[src/rtl/wb_port_arbiter.sv]
// Register-file write-port arbiter.
// Shares one write port between the pipeline writeback stream and a small FIFO
// of multi-cycle unit results. The pipeline normally wins. When the FIFO head has
// been passed over too many times in a row, a one-cycle pipeline stall is forced
// so that the head can be written.
module wb_port_arbiter #(
    parameter int DATA_W       = 32,
    parameter int ADDR_W       = 5,
    parameter int DEPTH        = 2,
    parameter int STARVE_LIMIT = 4
) (
    input  logic                       clk,
    input  logic                       rst,
    input  logic                       wb_en_in,
    input  logic                       mem_r_en_in,
    input  logic [DATA_W-1:0]          alu_res_in,
    input  logic [DATA_W-1:0]          mem_read_val_in,
    input  logic [ADDR_W-1:0]          dest_in,
    input  logic                       mc_valid,
    output logic                       mc_ready,
    input  logic [ADDR_W-1:0]          mc_dest,
    input  logic [DATA_W-1:0]          mc_data,
    output logic                       rf_we,
    output logic [ADDR_W-1:0]          rf_waddr,
    output logic [DATA_W-1:0]          rf_wdata,
    output logic                       pipe_stall,
    output logic [$clog2(DEPTH):0]     fifo_count
);

    localparam int PW = $clog2(DEPTH);
    localparam int CW = $clog2(DEPTH) + 1;
    localparam int WW = $clog2(STARVE_LIMIT + 1);

    typedef enum logic [1:0] {
        ST_IDLE  = 2'd0,
        ST_PEND  = 2'd1,
        ST_FORCE = 2'd2
    } state_t;

    state_t              state_q;
    logic [CW-1:0]       count_q;
    logic [CW-1:0]       count_d;
    logic [PW-1:0]       rd_ptr_q;
    logic [PW-1:0]       wr_ptr_q;
    logic [WW-1:0]       wait_q;
    logic [ADDR_W-1:0]   fifo_dest_q [DEPTH];
    logic [DATA_W-1:0]   fifo_data_q [DEPTH];

    logic                pipe_req_s;
    logic [DATA_W-1:0]   pipe_data_s;
    logic                fifo_nempty_s;
    logic                push_s;
    logic                pop_s;
    logic                grant_pipe_s;
    logic                deny_s;
    logic                force_s;
    logic                starve_s;

    // Accepting a new MC result only depends on current occupancy, never on a pop this cycle.
    assign mc_ready   = rst & (count_q < CW'(DEPTH));
    assign fifo_count = count_q;

    // Per-cycle grant decision between the pipeline and the FIFO head.
    always_comb begin
        pipe_req_s    = wb_en_in & (dest_in != {ADDR_W{1'b0}});
        pipe_data_s   = mem_r_en_in ? mem_read_val_in : alu_res_in;
        fifo_nempty_s = (count_q != {CW{1'b0}});
        force_s       = (state_q == ST_FORCE);
        // Results aimed at register 0 are handshaken but never stored.
        push_s        = mc_valid & mc_ready & (mc_dest != {ADDR_W{1'b0}});
        pop_s         = 1'b0;
        grant_pipe_s  = 1'b0;
        deny_s        = 1'b0;
        if (force_s) begin
            pop_s = 1'b1;
        end else if (pipe_req_s) begin
            grant_pipe_s = 1'b1;
            deny_s       = fifo_nempty_s;
        end else if (fifo_nempty_s) begin
            pop_s = 1'b1;
        end else begin
            pop_s = 1'b0;
        end
        starve_s = deny_s & (wait_q == WW'(STARVE_LIMIT - 1));
        count_d  = count_q + {{(CW-1){1'b0}}, push_s} - {{(CW-1){1'b0}}, pop_s};
    end

    // FIFO storage: written on push only, no reset needed for the payload.
    always_ff @(posedge clk) begin
        if (push_s) begin
            fifo_dest_q[wr_ptr_q] <= mc_dest;
            fifo_data_q[wr_ptr_q] <= mc_data;
        end
    end

    // Arbiter FSM with FIFO bookkeeping, starvation counter and registered write port.
    always_ff @(posedge clk) begin
        if (!rst) begin
            state_q    <= ST_IDLE;
            count_q    <= {CW{1'b0}};
            rd_ptr_q   <= {PW{1'b0}};
            wr_ptr_q   <= {PW{1'b0}};
            wait_q     <= {WW{1'b0}};
            rf_we      <= 1'b0;
            rf_waddr   <= {ADDR_W{1'b0}};
            rf_wdata   <= {DATA_W{1'b0}};
            pipe_stall <= 1'b0;
        end else begin
            count_q <= count_d;
            if (push_s) begin
                wr_ptr_q <= wr_ptr_q + PW'(1);
            end
            if (pop_s) begin
                rd_ptr_q <= rd_ptr_q + PW'(1);
            end

            // Write port: address/data hold their last values when idle.
            rf_we <= grant_pipe_s | pop_s;
            if (grant_pipe_s) begin
                rf_waddr <= dest_in;
                rf_wdata <= pipe_data_s;
            end else if (pop_s) begin
                rf_waddr <= fifo_dest_q[rd_ptr_q];
                rf_wdata <= fifo_data_q[rd_ptr_q];
            end

            case (state_q)
                ST_FORCE: begin
                    pipe_stall <= 1'b0;
                    wait_q     <= {WW{1'b0}};
                    state_q    <= (count_d != {CW{1'b0}}) ? ST_PEND : ST_IDLE;
                end
                ST_IDLE, ST_PEND: begin
                    if (starve_s) begin
                        // Head passed over STARVE_LIMIT times: stall the pipe next cycle.
                        pipe_stall <= 1'b1;
                        wait_q     <= {WW{1'b0}};
                        state_q    <= ST_FORCE;
                    end else if (deny_s) begin
                        pipe_stall <= 1'b0;
                        wait_q     <= wait_q + WW'(1);
                        state_q    <= ST_PEND;
                    end else begin
                        pipe_stall <= 1'b0;
                        if (pop_s || (count_d == {CW{1'b0}})) begin
                            wait_q <= {WW{1'b0}};
                        end
                        state_q <= (count_d != {CW{1'b0}}) ? ST_PEND : ST_IDLE;
                    end
                end
                default: begin
                    pipe_stall <= 1'b0;
                    wait_q     <= {WW{1'b0}};
                    state_q    <= ST_IDLE;
                end
            endcase
        end
    end

endmodule
[config.mk]
export PLATFORM = sky130hd
export DESIGN_NAME = wb_port_arbiter
export DESIGN_NICKNAME = d
export VERILOG_FILES = /design/src/rtl/wb_port_arbiter.sv
export SDC_FILE = /design/constraint.sdc
export NUM_CORES = 1
export LEC_CHECK = 0
export CAP_MARGIN = 20
export CORE_ASPECT_RATIO = 0.9
export CORE_MARGIN = 4
export CORE_UTILIZATION = 48
export DETAILED_ROUTE_END_ITERATION = 16
export PLACE_DENSITY = 0.8
export SLEW_MARGIN = 15
export SYNTH_ARGS = -nofsm -noshare
export SYNTH_HDL_FRONTEND = slang
export SYNTH_SLANG_ARGS = --single-unit
export TNS_END_PERCENT = 50
[constraint.sdc]
create_clock -name clk -period 3.71 [get_ports clk]
set_input_delay 1.113 -clock clk [delete_from_list [all_inputs] [get_ports clk]]
set_output_delay 1.113 -clock clk [all_outputs]
set_load 0.05 [all_outputs]
Word-level counts from Yosys, hierarchy flattened
Memories as Yosys holds them, arrays and structs flattened. A register that Yosys moved wholly into a read port is not among the register bits.
Index checks and enable logic that the tools add are counted.
- add/subtract/negate cells: 5
- multiply operators: 0
- divide/modulo/power cells: 0
- order comparisons: 1
- eq/ne operators: 3
- shifts and indexed selects: 0
- multiplexer cells: 25
- bitwise operators: 8
- reductions and logical operators: 12
- operators by type and width (kind ; count):
    $mux 32 ; 3
    $mux 1 ; 16
    $mux 5 ; 2
    $reduce_bool 5->1 ; 2
    $reduce_bool 2->1 ; 4
    $mux 3 ; 2
    $and 1x1->1 ; 5
    $logic_not 2->1 ; 2
    $pmux 2 s2 ; 1
    $add 3x1->3 const B ; 1
    $eq 3x2->1 const B ; 1
    $reduce_or 3->1 ; 1
    $add 1x1->1 const B ; 2
    $add 2x1->2 ; 1
    $eq 2x1->1 const B ; 1
    $eq 2x2->1 const B ; 1
    $lt 2x2->1 const B ; 1
    $mux 2 ; 1
    $not 1->1 ; 2
    $reduce_and 2->1 ; 1
    $reduce_or 2->1 ; 1
    $sub 2x1->2 ; 1
    $logic_or 1x1->1 ; 1
    $or 1x1->1 ; 1
- register bits: 48
- bits in latches: 0
- RAM bits: 74
- ROM bits: 0
- bits of input ports: 111
- output and inout bits: 42
- logic and storage cells: 65
- memories: 2
- memory list (memory ; depth ; width ; rd ports ; clocked after memory_dff ; write ports ; line ; text):
    fifo_data_q ; 2 ; 32 ; 1 ; 1 ; 1 ; 47 ; logic [DATA_W-1:0] fifo_data_q [DEPTH];
    fifo_dest_q ; 2 ; 5 ; 1 ; 1 ; 1 ; 46 ; logic [ADDR_W-1:0] fifo_dest_q [DEPTH];

Longest topological paths before layout
- depth after elaboration: 11
- gate-level depth with buffers: 10
- gate-level depth less buffers: 9

Worst setup path before layout
OpenSTA, ideal clock, no wires.
- kind: input to register
- from: input port rst
- to: memory fifo_data_q[0][0], enable pin
- library setup time: 0.433 ns
- data arrival time: 3.817 ns
- required time: 3.277 ns
- path slack: -0.540 ns
- stages: 3
- buffers on the path: 0
- path through: nor2b_1 > o211ai_1 > nor2_1
- word-level cells in the longest chain between the ends: 5
- ends and longest elaborated chain (what ; line ; text):
    from (decl) ; 13 ; input logic rst,
    $and 1x1->1 ; 60 ; assign mc_ready = rst & (count_q < CW'(DEPTH));
    $and 1x1->1 (2 in series) ; 70 ; push_s = mc_valid & mc_ready & (mc_dest != {ADDR_W{1'b0}});
    $mux 1 ; 90 ; if (push_s) begin
    $mux 1 (not written as such) ; 92 ; fifo_data_q[wr_ptr_q] <= mc_data;
    to (decl) ; 47 ;
No other way between the ends.

Worst setup path after layout
- from: input port mc_dest[0]
- to: register wait_q[0]
- word-level cells in the longest chain between the ends: 7
- ends and longest elaborated chain (what ; line ; text):
    from (decl) ; 21 ; input logic [ADDR_W-1:0] mc_dest,
    $reduce_bool 5->1 ; 70 ;
    $and 1x1->1 ; 70 ;
    $add 2x1->2 ; 85 ; count_d = count_q + {{(CW-1){1'b0}}, push_s} - {{(CW-1){1'b0}}, pop_s};
    $sub 2x1->2 ; 85 ;
    $logic_not 2->1 ; 145 ; if (pop_s || (count_d == {CW{1'b0}})) begin
    $logic_or 1x1->1 ; 145 ;
    $reduce_bool 2->1 (no source line) ; n/a ;
    to (signal assigned) ; 141 ; wait_q <= wait_q + WW'(1);
    to (signal assigned) ; 146 ; wait_q <= {WW{1'b0}};
    to (signal assigned) ; 153 ; wait_q <= {WW{1'b0}};
    to (decl) ; 45 ; logic [WW-1:0] wait_q;
No other way between the ends.
A chain may end at the register's enable or synchronous reset.

==> reports/summary.md <==
• **outcome** complete, no violations
• **classification of the worst setup path** input port to flop
• **final standard cell count with taps included and fillers excluded** 682
• **number of max-capacitance violations reported** 0
• **cell at the root of the clock tree** sky130_fd_sc_hd__clkbuf_16
• **fin. max-slew vios** 0
• **gr ovfl total** 0
• **Detailed Route WL** 13.51 mm
• **# diodes** 0
• **First DRT Iteration DRCs** 270
• **Reg clk slew, reported paths** 0.06 ns
• **TritonCTS Buffers** 17
• **# IOs** 153
• **Cells on Worst Hold Path** 1
• **number of global-route vias before repair** 4192
• **Psw** 0.001530 W
• **ratio of total power to cell area** 633.0 nW/um2
• **CTS hold repair buffers** 0
• **startpoint type of the worst setup path** input port
• **First-pass DRT Iterations** 5
• **switching part of the total** 31.75%
• **largest clock skew in the final design** 0.008356 ns
• **P_leak** 2.718 nW
• **filler instances** 752
• **I/O Buffers** 152
• **cells after synthesis** 382
• **DRC violations left** 0
• **share of synthesized registers carrying an async set or reset** 0%
• **Setup violations, final** 0
• **post-synthesis instance area** 5306 um2
• **count of synthesis-stage warnings from yosys** 0
• **Syn Nets** 497
• **placeable core region** 10810 um2
• **data required time at the worst endpoint** 4.00 ns
• **die outline width** 118.8 um
• **Hold Crit Start** wait_q[2]
• **final critical-path required period** 3.313 ns
• **dominant combinational cell family by area after synthesis** compound AO/OA/AOI/OAI gates
• **setup slack of the most critical reg-to-reg path** 1.29 ns
• **post-synth cell types** 46
• **clock share of power** 34.2%
• **number of nets still failing antenna checks after routing** 0
• **first-pass GRT wire length** 21.13 mm
• **share of the synthesized area in the top cell type** 41.88%
• **xor and xnor area share after synthesis** 0.5895%
• **setup repair after global routing missed its margin** no
• **area leader, netlist** sky130_fd_sc_hd__edfxtp_1
• **fraction of final layout cells with drive strength greater than 1** 21.49%
• **syn avg cell area** 13.89 um2
• **antenna violations before repair** 0
• **net count of the finished layout** 651
• **sort of element at the end of the critical path** flop
• **layout overhead on the synthesized area** 43.43%
• **Core Rows** 36
• **highest clock frequency the design can meet** 301.9 MHz
• **final clock period utilization by the worst path** 89.29%
• **count of instances resized after the clock tree is built** 0
• **cell types occupying the most area after synthesis** sky130_fd_sc_hd__edfxtp_1, sky130_fd_sc_hd__dfxtp_1, sky130_fd_sc_hd__o22ai_2
• **detail-routed net length per standard cell** 19.80 um
• **post-CTS setup buffer count** 0
• **highest ir drop seen on vdd** 0.0003200 V
• **Reg2Reg Depth** 9
• **capture point of the worst reg-to-reg path** wait_q[0]
• **largest fanout on the critical path** 3
• **Multi-input gate area** 1951 um2
• **share of synthesized cell area in and, or, nand and nor gates** 4.008%
• **worst hold-check path type** flop to flop
• **top_reg_cell synth** sky130_fd_sc_hd__edfxtp_1
• **Post-synth EDFFs** 74
• **crit path from** mc_dest[0]
• **total vias in the final route** 3850
• **Int Pwr** 0.003288 W
• **vertical die dimension** 107.7 um
• **fraction of the yosys area taken by sequential cells** 60.36%
• **clock tree buffer depth** 2
• **maximum number of pins on one net before global-route repair** 48
• **last weighted congestion value of the routability-driven placer** 0.8039
• **combinational power share** 29.6%
• **endpoints failing hold** 0
• **RR Startpoint** fifo_count[1]
• **post-detailed-route via-to-cell ratio** 5.645
• **crit path to** wait_q[0]
• **mux share of post-synthesis cell area** 13.79%
• **share of the synthesized area in compound gates (AO/OA/AOI/OAI)** 16.98%
• **sequential power share** 36.1%
• **TNS Setup** 0 ns
• **Worst-Margin Slew** 0.7215 ns
• **Yosys reg bits** 123
• **register area** 3204 um2
• **critical path data arrival time** 3.60 ns
• **Die Outline Area** 12800 um2
• **DPL Wire Length** 9.123 mm
• **clock sink total** 123
• **Synth Area in Adders** 0.9432%
• **Hold Worst Slack** 0.4982 ns
• **clock tree from TritonCTS** yes
• **overall fraction of global-route tracks in use** 21.24%
• **total number of H-tree levels** 4
• **number of instances in the placed design** 650
• **slew margin rel.** 51.90%
• **worst-skew pair later-pin latency** 0.40 ns
• **effective utilization at floorplan** 49.09%
[routing by layer]
| layer | GRT usage, % | vias up | wire, um |
|---|---|---|---|
| li1 | - | 1784 | - |
| met1 | 24.61 | 1876 | 5369 |
| met2 | 36.02 | 165 | 6835 |
| met3 | 6.463 | 25 | 999 |
| met4 | 10.42 | 0 | 301 |
| met5 | 0 | - | 0 |
[area by class of cell]
cell class / instances / share of cell area, %
Clock buffer: 24 / 7.036
Clock inverter: 8 / 0.9699
Inverter: 3 / 0.1480
Multi-Input combinational cell: 227 / 25.63
Sequential cell: 123 / 42.10
Tap cell: 133 / 2.186
Timing Repair Buffer: 164 / 21.93
[worst min path at each step]
stage                 to  slack, ns
2_1_floorplan  wait_q[2]       0.43
3_3_place_gp   wait_q[2]       0.45
3_5_place_dp   wait_q[2]       0.48
4_1_cts        wait_q[2]       0.49
5_1_grt        wait_q[2]       0.50
6_report       wait_q[2]       0.50
[power by group through the flow]
stage	combinational (W)	clock (W)	sequential [W]
floorplan	0.000646	0	0.00203
global placement	0.00138	0	0.00176
detailed placement	0.00142	0	0.00176
CTS	0.00143	0.00168	0.00174
global route	0.00151	0.00173	0.00176
finish	0.00143	0.00165	0.00174
[critical path, stage by stage]
cell                              delay, ns
sky130_fd_sc_hd__clkdlybuf4s50_1       0.45
sky130_fd_sc_hd__or4_1                 0.56
sky130_fd_sc_hd__o211ai_1              0.23
sky130_fd_sc_hd__ha_1                  0.26
sky130_fd_sc_hd__inv_1                 0.06
sky130_fd_sc_hd__ha_1                  0.14
sky130_fd_sc_hd__xnor3_1               0.14
sky130_fd_sc_hd__nor2b_1               0.27
sky130_fd_sc_hd__nor3_2                0.10
sky130_fd_sc_hd__mux2_2                0.27
[cells in the final DEF (no fill, tap or decap), types with 9 or more instances in the layout]
cell,netlist,final
sky130_fd_sc_hd__edfxtp_1,74,74
sky130_fd_sc_hd__clkbuf_16,0,20
sky130_fd_sc_hd__mux2_2,33,33
sky130_fd_sc_hd__buf_4,0,9
sky130_fd_sc_hd__mux2i_1,36,36
sky130_fd_sc_hd__a21oi_1,64,64
sky130_fd_sc_hd__clkdlybuf4s50_1,0,150
sky130_fd_sc_hd__dfxtp_1,49,48
sky130_fd_sc_hd__o22ai_2,30,30
[cell families after synthesis]
logic type,Yosys count
flip-flops,123
AO/OA/AOI/OAI,118
multiplexers,69
AND/OR/NAND/NOR,34
buffers and inverters,32
adder cells (fa/ha/maj),4
XOR/XNOR,2
[synth_stat cells, types with 5 or more instances]
cell type,n
sky130_fd_sc_hd__mux2_2,33
sky130_fd_sc_hd__o211ai_1,5
sky130_fd_sc_hd__dfxtp_1,49
sky130_fd_sc_hd__edfxtp_1,74
sky130_fd_sc_hd__o22ai_2,30
sky130_fd_sc_hd__mux2i_1,36
sky130_fd_sc_hd__clkbuf_1,12
sky130_fd_sc_hd__buf_6,6
sky130_fd_sc_hd__nand2_1,5
sky130_fd_sc_hd__nor2b_1,5
sky130_fd_sc_hd__buf_2,9
sky130_fd_sc_hd__a21oi_1,64
[through the flow]
stage               util (%)  worst slack (ns)  total power [W]  cell area (um2)
floorplan                  -           -0.5397         0.002678             5306
global placement       64.26           0.07654         0.003137             6947
detailed placement     64.77          0.007806         0.003184             7002
CTS                    70.41            0.4374         0.004848             7611
global route           70.41            0.2991         0.004998             7611
finish                 70.41            0.3974         0.004818             7611
[flip-flops by register name, indices dropped and copies added (netlist names), named ones only]
name,flops
state_q,2
fifo_count,2
rd_ptr_q,1
rf_waddr,5
wr_ptr_q,1
rf_we,1
wait_q,3
pipe_stall,1
fifo_data_q,64
fifo_dest_q,10
rf_wdata,32
Note: power is estimated with default switching activity, not from simulation.
